**src/rtl/game_pkg.sv**
```systemverilog
// game_pkg: shared display constants, bullet slot layout and colour mapping.
package game_pkg;
  localparam int CELL_W = 5;
  localparam int ROW_W = 40;
  localparam logic [4:0] DARK = 5'd31;
  localparam logic [4:0] COL_A = 5'd10;
  localparam logic [4:0] COL_B = 5'd11;
  localparam logic [4:0] COL_C = 5'd12;
  typedef struct packed {
    logic       valid;
    logic [2:0] row;
    logic [2:0] col;
    logic [4:0] color;
  } slot_t;
  function automatic logic [4:0] map_color(input logic [7:0] v);
    return v[1:0] == 2'd1 ? COL_B : v[1:0] == 2'd2 ? COL_C : COL_A;
  endfunction
endpackage

```
**src/rtl/color_lfsr.sv**
```systemverilog
// color_lfsr: 8-bit Fibonacci LFSR (x^8+x^6+x^5+x^4+1) stepping every cycle.
module color_lfsr (
  input  logic       clk,
  input  logic       rst_n,
  input  logic [7:0] seed,
  output logic [7:0] out
);
  logic [7:0] lfsr_q;
  always_ff @(posedge clk or negedge rst_n)
    if (!rst_n) lfsr_q <= seed;
    else lfsr_q <= {lfsr_q[6:0], lfsr_q[7] ^ lfsr_q[5] ^ lfsr_q[4] ^ lfsr_q[3]};
  assign out = lfsr_q;
endmodule

```
**src/rtl/bullet_manager.sv**
```systemverilog
// bullet_manager: bullet pool with spawn on fire edge, stepping on tick and retirement past row 7.
module bullet_manager
  import game_pkg::*;
#(
  parameter int         NUM_SLOTS = 4,
  parameter logic [7:0] LFSR_SEED = 8'hA5
) (
  input  logic             clk,
  input  logic             rst_n,
  input  logic             en,
  input  logic             fire,
  input  logic             tick,
  input  logic [2:0]       player_pos,
  input  logic [2:0]       row_sel,
  output logic [ROW_W-1:0] bullet_row,
  output logic             shot_valid,
  output logic [2:0]       shot_col,
  output logic [4:0]       shot_color,
  output logic             fire_drop,
  output logic [3:0]       active_cnt
);
  slot_t [NUM_SLOTS-1:0] slot_q, slot_d;
  logic       fire_q, shot_valid_q, fire_drop_q;
  logic [2:0] shot_col_q, ret_col, free_idx;
  logic [4:0] shot_color_q, ret_color;
  logic [3:0] cnt_q, cnt_d;
  logic [7:0] lfsr;
  logic       step, fire_edge, row0_busy, has_free, spawn, retire;

  color_lfsr u_lfsr (.clk(clk), .rst_n(rst_n), .seed(LFSR_SEED), .out(lfsr));

  // row 0 only counts as busy when no tick moves its occupant away this cycle
  always_comb begin
    slot_d = slot_q;
    step = en & tick;
    fire_edge = fire & ~fire_q;
    row0_busy = 1'b0;
    has_free = 1'b0;
    free_idx = '0;
    retire = 1'b0;
    ret_col = '0;
    ret_color = '0;
    for (int i = NUM_SLOTS - 1; i >= 0; i--)
      if (!slot_q[i].valid) begin
        has_free = 1'b1;
        free_idx = 3'(i);
      end
    for (int i = 0; i < NUM_SLOTS; i++)
      if (slot_q[i].valid) begin
        if (slot_q[i].row == 3'd0 && !step) row0_busy = 1'b1;
        if (step && slot_q[i].row == 3'd7) begin
          slot_d[i].valid = 1'b0;
          retire = 1'b1;
          ret_col = slot_q[i].col;
          ret_color = slot_q[i].color;
        end else if (step) slot_d[i].row = slot_q[i].row + 3'd1;
      end
    spawn = en & fire_edge & has_free & ~row0_busy;
    for (int i = 0; i < NUM_SLOTS; i++)
      if (spawn && free_idx == 3'(i)) slot_d[i] = '{valid: 1'b1, row: 3'd0, col: player_pos, color: map_color(lfsr)};
    cnt_d = '0;
    for (int i = 0; i < NUM_SLOTS; i++) cnt_d = cnt_d + 4'(slot_d[i].valid);
  end

  always_ff @(posedge clk or negedge rst_n)
    if (!rst_n) begin
      slot_q <= '0;
      fire_q <= 1'b1;
      shot_valid_q <= 1'b0;
      shot_col_q <= '0;
      shot_color_q <= '0;
      fire_drop_q <= 1'b0;
      cnt_q <= '0;
    end else begin
      slot_q <= slot_d;
      fire_q <= fire;
      shot_valid_q <= retire;
      fire_drop_q <= en & fire_edge & ~spawn;
      cnt_q <= cnt_d;
      if (retire) begin
        shot_col_q <= ret_col;
        shot_color_q <= ret_color;
      end
    end

  always_comb begin
    bullet_row = {8{DARK}};
    for (int i = 0; i < NUM_SLOTS; i++)
      if (slot_q[i].valid && slot_q[i].row == row_sel)
        bullet_row[int'(slot_q[i].col) * CELL_W +: CELL_W] = slot_q[i].color;
  end

  assign shot_valid = shot_valid_q;
  assign shot_col = shot_col_q;
  assign shot_color = shot_color_q;
  assign fire_drop = fire_drop_q;
  assign active_cnt = cnt_q;
endmodule

```
**config.mk**
```make
export PLATFORM = sky130hd
export DESIGN_NAME = bullet_manager
export DESIGN_NICKNAME = d
export VERILOG_FILES = /design/src/rtl/game_pkg.sv /design/src/rtl/color_lfsr.sv /design/src/rtl/bullet_manager.sv
export SDC_FILE = /design/constraint.sdc
export NUM_CORES = 1
export LEC_CHECK = 0
export CORE_MARGIN = 2
export CORE_UTILIZATION = 45
export CTS_CLUSTER_DIAMETER = 150
export CTS_CLUSTER_SIZE = 10
export DETAILED_ROUTE_END_ITERATION = 16
export MAX_ROUTING_LAYER = met4
export PLACE_DENSITY = 0.67
export SYNTH_ARGS = -nofsm -noshare
export SYNTH_HDL_FRONTEND = slang
export SYNTH_SLANG_ARGS = --single-unit
```
**constraint.sdc**
```tcl
create_clock -name clk -period 5.65 [get_ports clk]
set_input_delay 1.13 -clock clk [delete_from_list [all_inputs] [get_ports clk]]
set_output_delay 1.13 -clock clk [all_outputs]
set_load 0.01 [all_outputs]
```
# After elaboration in Yosys (flattened, before gate mapping)
# Index checks and enable logic that the tools add are counted.
word_totals:
  register_bits: 71
  elab_cells: 180
op_classes:
  addsub: 11
  eq_ne: 17
  multipliers: 4
  n_reduce_logical: 34
  bitwise_logic: 14
  n_shift: 8
  n_mux: 69
ops:
  columns: ["cell", "count"]
  rows:
  - ["$mux 40", 4]
  - ["$shift 5x33->40 const A", 4]
  - ["$shiftx 5x33->40", 4]
  - ["$neg 6->33", 4]
  - ["$bwmux 40", 3]
  - ["$mux 3", 20]
  - ["$mux 12", 4]
  - ["$mux 5", 8]
  - ["$not 40->40", 1]
  - ["$or 40x40->40", 1]
  - ["$mul 3x3->6 const B", 4]
  - ["$mux 1", 24]
  - ["$logic_and 1x1->1", 16]
  - ["$mux 4", 4]
  - ["$reduce_bool 2->1", 8]
  - ["$logic_not 3->1", 5]
  - ["$add 3x1->3 const B", 4]
  - ["$eq 3x3->1", 4]
  - ["$eq 3x3->1 const B", 4]
  - ["$reduce_and 3->1", 4]
  - ["$ne 2x1->1 const B", 4]
  - ["$and 1x1->1", 6]
  - ["$eq 3x2->1 const B", 2]
  - ["$add 3x1->4", 1]
  - ["other kinds (9)", 14]

# Depth between registers and ports, before layout
# Gate-level depths: netlist (run 1).
depth:
  ltp_word: 18
  depth_mapped: 11
  ltp_nobuf: 10

# Worst setup path after synthesis (run 1)
# No wires, ideal clock.
synth_path:
  path_kind: "input port to output port"
  startpoint: "input row_sel[0]"
  endpoint: "output bullet_row[9]"
  t_required_ns: 4.520
  path_slack_ns: 2.038
  arrival_time_ns: 2.482
  stages: 7
  path_cell_list: "buf_6 xnor2_2 and4_1 buf_2 and3_1 buf_2 nor4_1"
synth_between:
  elab_chain_cells: 9
  elab_cells_between_ends: 15
  cone_classes: "4 x eq/ne; 7 x mux; 4 x reduce/logical"
synth_rtl:
  columns: ["element", "line", "text"]
  rows:
  - ["start: declaration", "bullet_manager.sv:14", "input logic [2:0] row_sel,"]
  - ["$eq 3x3->1", "bullet_manager.sv:89", "if (slot_q[i].valid && slot_q[i].row == row_sel)"]
  - ["$logic_and 1x1->1", "bullet_manager.sv:89", null]
  - ["$mux 40", "bullet_manager.sv:89", null]
  - ["$bwmux 40", "bullet_manager.sv:90", "bullet_row[int'(slot_q[i].col) * CELL_W +: CELL_W] = slot_q[i].color;"]
  - ["$mux 40", "bullet_manager.sv:89", null]
  - ["$bwmux 40", "bullet_manager.sv:90", null]
  - ["$mux 40", "bullet_manager.sv:89", null]
  - ["$bwmux 40", "bullet_manager.sv:90", null]
  - ["$mux 40 *", "bullet_manager.sv:89", null]
  - ["end: declaration", "bullet_manager.sv:15", "output logic [ROW_W-1:0] bullet_row,"]
# Every way passes the cells marked *; elsewhere a longest branch is shown, timed or not.

# Final worst setup path (run 1)
layout_path:
  startpoint: "input row_sel[2]"
  endpoint: "output bullet_row[18]"
# The elaborated chain is that of the path after synthesis.

==> metrics.log, run 1 <==
[metrics] outcome: finished clean
[metrics] floorplan core area: 11470 µm²
[metrics] RR Startpoint: slot_q[44]
[metrics] number of enable-type register cells in the synthesized netlist: 0
[metrics] number of hold buffers added after cts: 0
[metrics] number of top-level design ports: 65
[metrics] final setup fails: 0
[metrics] power density over the cells: 486.2 nW/µm²
[metrics] vias in the first global route: 4888
[metrics] synthesized cell area: 5298 µm²
[metrics] arrival time of data at the critical path endpoint: 4.08 ns
[metrics] total area of multi-input combinational cells: 3373 µm²
[metrics] total power: 3035 µW
[metrics] Util after Layout: 54.44%
[metrics] RSZ-0062 raised after global routing: no
[metrics] DIE HEIGHT: 112.5 µm
[metrics] sequential standard cell area: 1633 µm²
[metrics] number of nets in the layout: 653
[metrics] total routed wirelength: 17.28 mm
[metrics] min-delay src: u_lfsr.out[6]
[metrics] routed wirelength normalized by instance count: 22.68 µm
[metrics] grt total ovfl: 0
[metrics] GR Util All Layers: 28.68%
[metrics] total of flip-flops plus latches after synthesis: 65
[metrics] total half-perimeter wirelength after legalization and detailed placement: 13.36 mm
[metrics] area share of the largest cell type after synthesis: 28.34%
[metrics] horizontal die dimension: 112.5 µm
[metrics] Resized Gates After CTS: 0
[metrics] global-route wire length before repair: 27.24 mm
[metrics] GPL Wtd Cong: 0.9703
[metrics] CTS tree: done
[metrics] area added between synthesis and finish: 17.83%
[metrics] diode count: 0
[metrics] maximum buffer depth of the clock tree: 2
[metrics] worst path required time: 4.52 ns
[metrics] clock-pin slew on the worst setup and hold paths: 0.05 ns
[metrics] Max Fclk: 192.1 MHz
[metrics] final cycle utilization of the critical path: 92.15%
[metrics] via count: 4868
[metrics] Die Outline Area: 12660 µm²
[metrics] number of max-cap violations: 0
[metrics] most frequent cell after synthesis: sky130_fd_sc_hd__dfrtp_1
[metrics] dominant synthesized flop cell: sky130_fd_sc_hd__dfrtp_1
[metrics] critical path fanouts, max: 13
[metrics] top cells by count, synth: sky130_fd_sc_hd__dfrtp_1 (60), sky130_fd_sc_hd__nor2_1 (50), sky130_fd_sc_hd__nand2_1 (46)
[metrics] library cell occupying the most area in the post-synthesis netlist: sky130_fd_sc_hd__dfrtp_1
[metrics] number of pins with negative max-slew slack in the final report: 0
[metrics] average cell area after synthesis: 9.229 µm²
[metrics] post-route ant nets: 0
[metrics] initial antenna violation count: 0
[metrics] Skew-Pair Late Insertion Delay: 0.34 ns
[metrics] number of remaining DRC errors: 0
[metrics] Warnings, synthesis: 0
[metrics] headroom to the max-slew limit: 29.53%
[metrics] count of fill cells added during filler insertion: 1034
[metrics] share of synthesized area occupied by flip-flops and latches: 30.82%
[metrics] Period minus WS final: 5.207 ns
[metrics] ratio of cells with drive above 1 in the final layout: 14.86%
[metrics] Clock Skews: 0.007021 ns
[metrics] share of flip-flops with an asynchronous set or reset after synthesis: 100.0%
[metrics] H-tree levels: 3
[metrics] initial cell density of the core: 46.20%
[metrics] pin count of the biggest net entering global routing: 66
[metrics] Critical Path End Type: primary output
[metrics] gate count of the mapped netlist: 574
[metrics] TritonRoute pass-1 iters: 5
[metrics] via count normalized by instance count: 6.388
[metrics] Leakage Power: 0.002505 µW
[metrics] number of DRC markers in iteration 0: 394
[metrics] number of failing hold endpoints at the final stage: 0
[metrics] # port buffers: 62
[metrics] library cells used by synthesis: 75
[metrics] worst setup path start: row_sel[2]
[metrics] path class of the lowest-slack min-delay path: register to register
[metrics] maximum ir drop on the vdd rail: 0.3282 mV
[metrics] Critical Path Start Type: primary input
[metrics] final total negative setup slack: 0 ns
[metrics] total CTS buffers: 9
[metrics] setup fix buffers added after clock tree synthesis: 0
[metrics] worst slew pin tran: 1.055 ns
[metrics] sinks on the clock net: 65
[metrics] library cell used as clock root buffer: sky130_fd_sc_hd__clkbuf_16
[metrics] top area cells in the synthesized netlist: sky130_fd_sc_hd__dfrtp_1 (28%), sky130_fd_sc_hd__ha_1 (6.4%), sky130_fd_sc_hd__mux2_2 (5.5%)
[metrics] number of rows in the core area: 39
[metrics] Setup Crit Path Kind: primary input to primary output
==> state kept, by name (all words and copies together) (netlist names) <==
signal	count
active_cnt	3
fire_drop	1
fire_q	1
shot_col	3
shot_color	4
shot_valid	1
slot_q	44
u_lfsr.out	8
==> power breakdown <==
| part | switching (µW) | internal [µW] |
|---|---|---|
| logic | 881 | 643 |
| registers | 292 | 611 |
| clock network | 206 | 402 |
==> per-layer routing <==
metal	part of all wire (%)	global-route usage [%]
met1	40	34.74
met2	49	48.07
met3	5.9	3.780
met4	4.8	12.52
met5	0	-
==> placed cells by master, fill, tap and decap left out, types with 7 or more instances in the layout <==
cell / count
sky130_fd_sc_hd__a211oi_1: 8
sky130_fd_sc_hd__a21oi_1: 27
sky130_fd_sc_hd__a221o_1: 15
sky130_fd_sc_hd__a221oi_1: 7
sky130_fd_sc_hd__a22oi_1: 15
sky130_fd_sc_hd__a311o_1: 8
sky130_fd_sc_hd__a31oi_1: 12
sky130_fd_sc_hd__and2_1: 7
sky130_fd_sc_hd__and3_1: 9
sky130_fd_sc_hd__clkbuf_16: 9
sky130_fd_sc_hd__clkdlybuf4s50_1: 61
sky130_fd_sc_hd__dfrtp_1: 60
sky130_fd_sc_hd__ha_1: 27
sky130_fd_sc_hd__inv_1: 27
sky130_fd_sc_hd__mux2_2: 26
sky130_fd_sc_hd__nand2_1: 46
sky130_fd_sc_hd__nand2b_1: 8
sky130_fd_sc_hd__nand3_1: 29
sky130_fd_sc_hd__nand3b_1: 11
sky130_fd_sc_hd__nor2_1: 50
sky130_fd_sc_hd__nor2b_1: 7
sky130_fd_sc_hd__nor3b_1: 10
sky130_fd_sc_hd__o221ai_1: 8
sky130_fd_sc_hd__xnor2_1: 8
sky130_fd_sc_hd__xnor2_2: 10
==> worst max-delay path, cell delays in order <==
cell and delay, ns:
sky130_fd_sc_hd__clkdlybuf4s50_1 0.60, sky130_fd_sc_hd__xnor2_2 0.32, sky130_fd_sc_hd__nand4_1 0.50, sky130_fd_sc_hd__nor2_1 0.48, sky130_fd_sc_hd__a21oi_1 0.17, sky130_fd_sc_hd__a221o_1 0.39, sky130_fd_sc_hd__clkdlybuf4s50_1 0.48
==> final timing paths <==
path / to / slack, ns / cells past startpoint
min in group asynchronous: active_cnt[2] / 0.98 / 2
worst max register to register: active_cnt[1] / 2.75 / 10
worst min register to register: u_lfsr.out[7] / 0.36 / 0
worst min-delay path: u_lfsr.out[7] / 0.36 / 0
max in group asynchronous: slot_q[21] / 4.15 / 2
worst max-delay path: bullet_row[18] / 0.44 / 7
==> logic make-up (layout without fill, tap and decap cells) <==
logic type	Yosys count	count (layout)	synth area share (%)
simple gates	225	225	24.07
compound gates	142	142	21.61
flops	65	65	30.82
buf+inv	63	107	5.574
fa+ha+maj	28	28	6.755
mux	28	28	5.905
xor+xnor	22	22	5.196
other cells	1	2	0.07079
==> area by class of cell <==
type,count,share of cell area [%]
repair buffers,63,9.982
clock inverters,5,1.383
clock buffers,11,3.889
flip-flops and latches,65,26.16
well taps,143,2.866
inverters,28,1.684
multi-input cells,447,54.04
==> metrics by stage <==
stage	worst slack (ns)	std cells	cell area, µm²	hold slack [ns]
after global routing	0.2820	762	6242	0.3594
after detailed placement	0.4791	746	5913	0.3437
final	0.4435	762	6242	0.3553
after CTS	0.4637	762	6242	0.3579
after floorplan	2.038	575	5301	0.3330
after global placement	0.5581	746	5913	0.3400
(Power assumes the default switching activity.)
==> run 2, diff against run 1 <==
- clock period: 5.65 -> 6.1 ns (I/O delays scaled with it)
==> run 2 against run 1 <==
Against the previous run: first-iteration DRC count is 16% higher; combinational power shrank 8%; core utilization unchanged; register-to-register slack improved by 0.44 ns; clock power fell by 8.4%; sequential power is 7.5% lower; routed wire length decreased by 1.9%; worst setup slack better by 0.23 ns; critical path depth unchanged; critical endpoint unchanged; largest cell class unchanged; highest routed layer unchanged.
==> metrics.log, run 2 (same netlist as run 1, synthesis figures left out) <==
[metrics] worst slew pin tran: 1.012 ns
[metrics] routed wirelength normalized by instance count: 22.25 µm
[metrics] family with the most delay on the worst path: buffers and inverters
[metrics] number of DRC markers in iteration 0: 456
[metrics] part of the total power dissipated in combinational logic: 50.2%
[metrics] initial antenna violation count: 0
[metrics] area added between synthesis and finish: 17.83%
[metrics] commonest non-fill, non-tap cell in the layout: sky130_fd_sc_hd__clkdlybuf4s50_1
[metrics] Max Fclk: 184.4 MHz
[metrics] RSZ-0062 raised after global routing: no
[metrics] number of flip-flops in the largest register: 44
[metrics] diode count: 0
[metrics] GR Util All Layers: 28.13%
[metrics] Period minus WS final: 5.424 ns
[metrics] setup fix buffers added after clock tree synthesis: 0
[metrics] number of buffer and inverter instances along the worst setup path: 2
[metrics] Clock Skews: 0.005607 ns
[metrics] library cell used as clock root buffer: sky130_fd_sc_hd__clkbuf_16
[metrics] initial cell density of the core: 46.20%
[metrics] standard cell with the maximum stage delay on the critical path: sky130_fd_sc_hd__clkdlybuf4s50_1
[metrics] maximum ir drop on the vdd rail: 0.2942 mV
[metrics] critical path fanouts, max: 13
[metrics] via count: 4833
[metrics] number of failing hold endpoints at the final stage: 0
[metrics] DIE HEIGHT: 112.5 µm
[metrics] Util after Layout: 54.44%
[metrics] pin count of the biggest net entering global routing: 66
[metrics] worst path required time: 4.88 ns
[metrics] path class of the lowest-slack min-delay path: register to register
[metrics] sequential share of power: 29.9%
[metrics] clock-pin slew on the worst setup and hold paths: 0.05 ns
[metrics] met3 WL: 932 µm
[metrics] Resized Gates After CTS: 0
[metrics] total power: 2794 µW
[metrics] number of rows in the core area: 39
[metrics] final cycle utilization of the critical path: 88.91%
[metrics] number of remaining DRC errors: 0
[metrics] post-route worst hold slack: 0.3551 ns
[metrics] post-route cell area: 6242 µm²
[metrics] top layer used by detailed routing: met4
[metrics] clock share of power: 20.0%
[metrics] number of pins with negative max-slew slack in the final report: 0
[metrics] Switching Power: 1264 µW
[metrics] Skew-Pair Late Insertion Delay: 0.33 ns
[metrics] P_int: 1530 µW
[metrics] horizontal die dimension: 112.5 µm
[metrics] arrival time of data at the critical path endpoint: 4.20 ns
[metrics] wire length on met1: 7.121 mm
[metrics] Die Outline Area: 12660 µm²
[metrics] number of hold buffers added after cts: 0
[metrics] series of cell instances along the critical path: clkdlybuf4s50_1 > xnor2_2 > nand4_1 > nor2_1 > a21oi_1 > a221o_1 > clkdlybuf4s50_1
[metrics] register with the most flip-flops: slot_q
[metrics] Leakage Power: 0.002504 µW
[metrics] most frequent CP cell: sky130_fd_sc_hd__clkdlybuf4s50_1
[metrics] cell area after placement: 5913 µm²
[metrics] total half-perimeter wirelength after legalization and detailed placement: 12.95 mm
[metrics] floorplan core area: 11470 µm²
[metrics] maximum buffer depth of the clock tree: 2
[metrics] sinks on the clock net: 65
[metrics] global-route wire length before repair: 26.86 mm
[metrics] proportion of total power due to net switching: 45.25%
[metrics] Setup Crit Path Kind: primary input to primary output
[metrics] grt total ovfl: 0
[metrics] power density over the cells: 447.6 nW/µm²
[metrics] number of top-level design ports: 65
[metrics] highest-count cells in the layout ignoring fill and taps: sky130_fd_sc_hd__clkdlybuf4s50_1 (61), sky130_fd_sc_hd__dfrtp_1 (60), sky130_fd_sc_hd__nor2_1 (50), sky130_fd_sc_hd__nand2_1 (46), sky130_fd_sc_hd__nand3_1 (29)
[metrics] Critical Path Start Type: primary input
[metrics] post-route ant nets: 0
[metrics] CTS tree: done
[metrics] via count normalized by instance count: 6.343
[metrics] vias in the first global route: 4772
[metrics] final total negative setup slack: 0 ns
[metrics] Critical Path End Type: primary output
[metrics] final setup fails: 0
[metrics] H-tree levels: 3
[metrics] ratio of cells with drive above 1 in the final layout: 15.02%
[metrics] headroom to the max-slew limit: 32.40%
[metrics] number of nets in the layout: 653
[metrics] total routed wirelength: 16.96 mm
[metrics] number of max-cap violations: 0
[metrics] total CTS buffers: 9
[metrics] WL met2: 8.046 mm
[metrics] TritonRoute pass-1 iters: 6
[metrics] outcome: finished clean
[metrics] delay of the slowest cell on the worst path: 0.60 ns
[metrics] # port buffers: 62
[metrics] GPL Wtd Cong: 0.9825
## run 2: cell types whose count changed in the layout (fill, tap and decap cells not counted)
cell / previous run / this run
sky130_fd_sc_hd__clkinvlp_4: 0 / 1
sky130_fd_sc_hd__clkbuf_1: 1 / 0
sky130_fd_sc_hd__clkinv_2: 0 / 1
sky130_fd_sc_hd__inv_6: 2 / 1
## run 2: path summary, 6_finish.rpt
path,startpoint,end,slack (ns),cells after the start
max,row_sel[1],bullet_row[18],0.68,7
min,u_lfsr.out[6],u_lfsr.out[7],0.36,0
max reg2reg,slot_q[8],active_cnt[1],3.19,10
min reg2reg,u_lfsr.out[6],u_lfsr.out[7],0.36,0
max in group asynchronous,rst_n,slot_q[17],4.48,2
min in group asynchronous,rst_n,u_lfsr.out[4],1.05,2
## run 2: per-layer routing
| metal | vias up | track usage (%) |
|---|---|---|
| met2 | 211 | 45.06 |
| met5 | - | - |
| met4 | 0 | 14.07 |
| met1 | 2330 | 35.40 |
| li1 | 2247 | - |
| met3 | 45 | 3.240 |
## run 2: metrics by stage
stage | setup WS [ns] | std cells
6_report | 0.6764 | 762
5_1_grt | 0.5215 | 762
4_1_cts | 0.7624 | 762
3_5_place_dp | 0.7487 | 746
3_3_place_gp | 0.8293 | 746
2_1_floorplan | 2.308 | 575
## run 2: power groups by stage
stage / combinational (µW) / sequential [µW] / clock, µW
floorplan: 1060 / 701 / 0
global placement: 1350 / 827 / 0
detailed placement: 1390 / 835 / 0
CTS: 1400 / 829 / 568
global route: 1550 / 859 / 592
finish: 1400 / 835 / 557
## run 2: final cells by class
class	instances	area, µm²
fillers	1045	5225
multi-input cells	447	3373
flip-flops and latches	65	1633
repair buffers	63	623.1
clock buffers	10	239.0
well taps	143	178.9
inverters	28	105.1
clock inverters	6	90.09
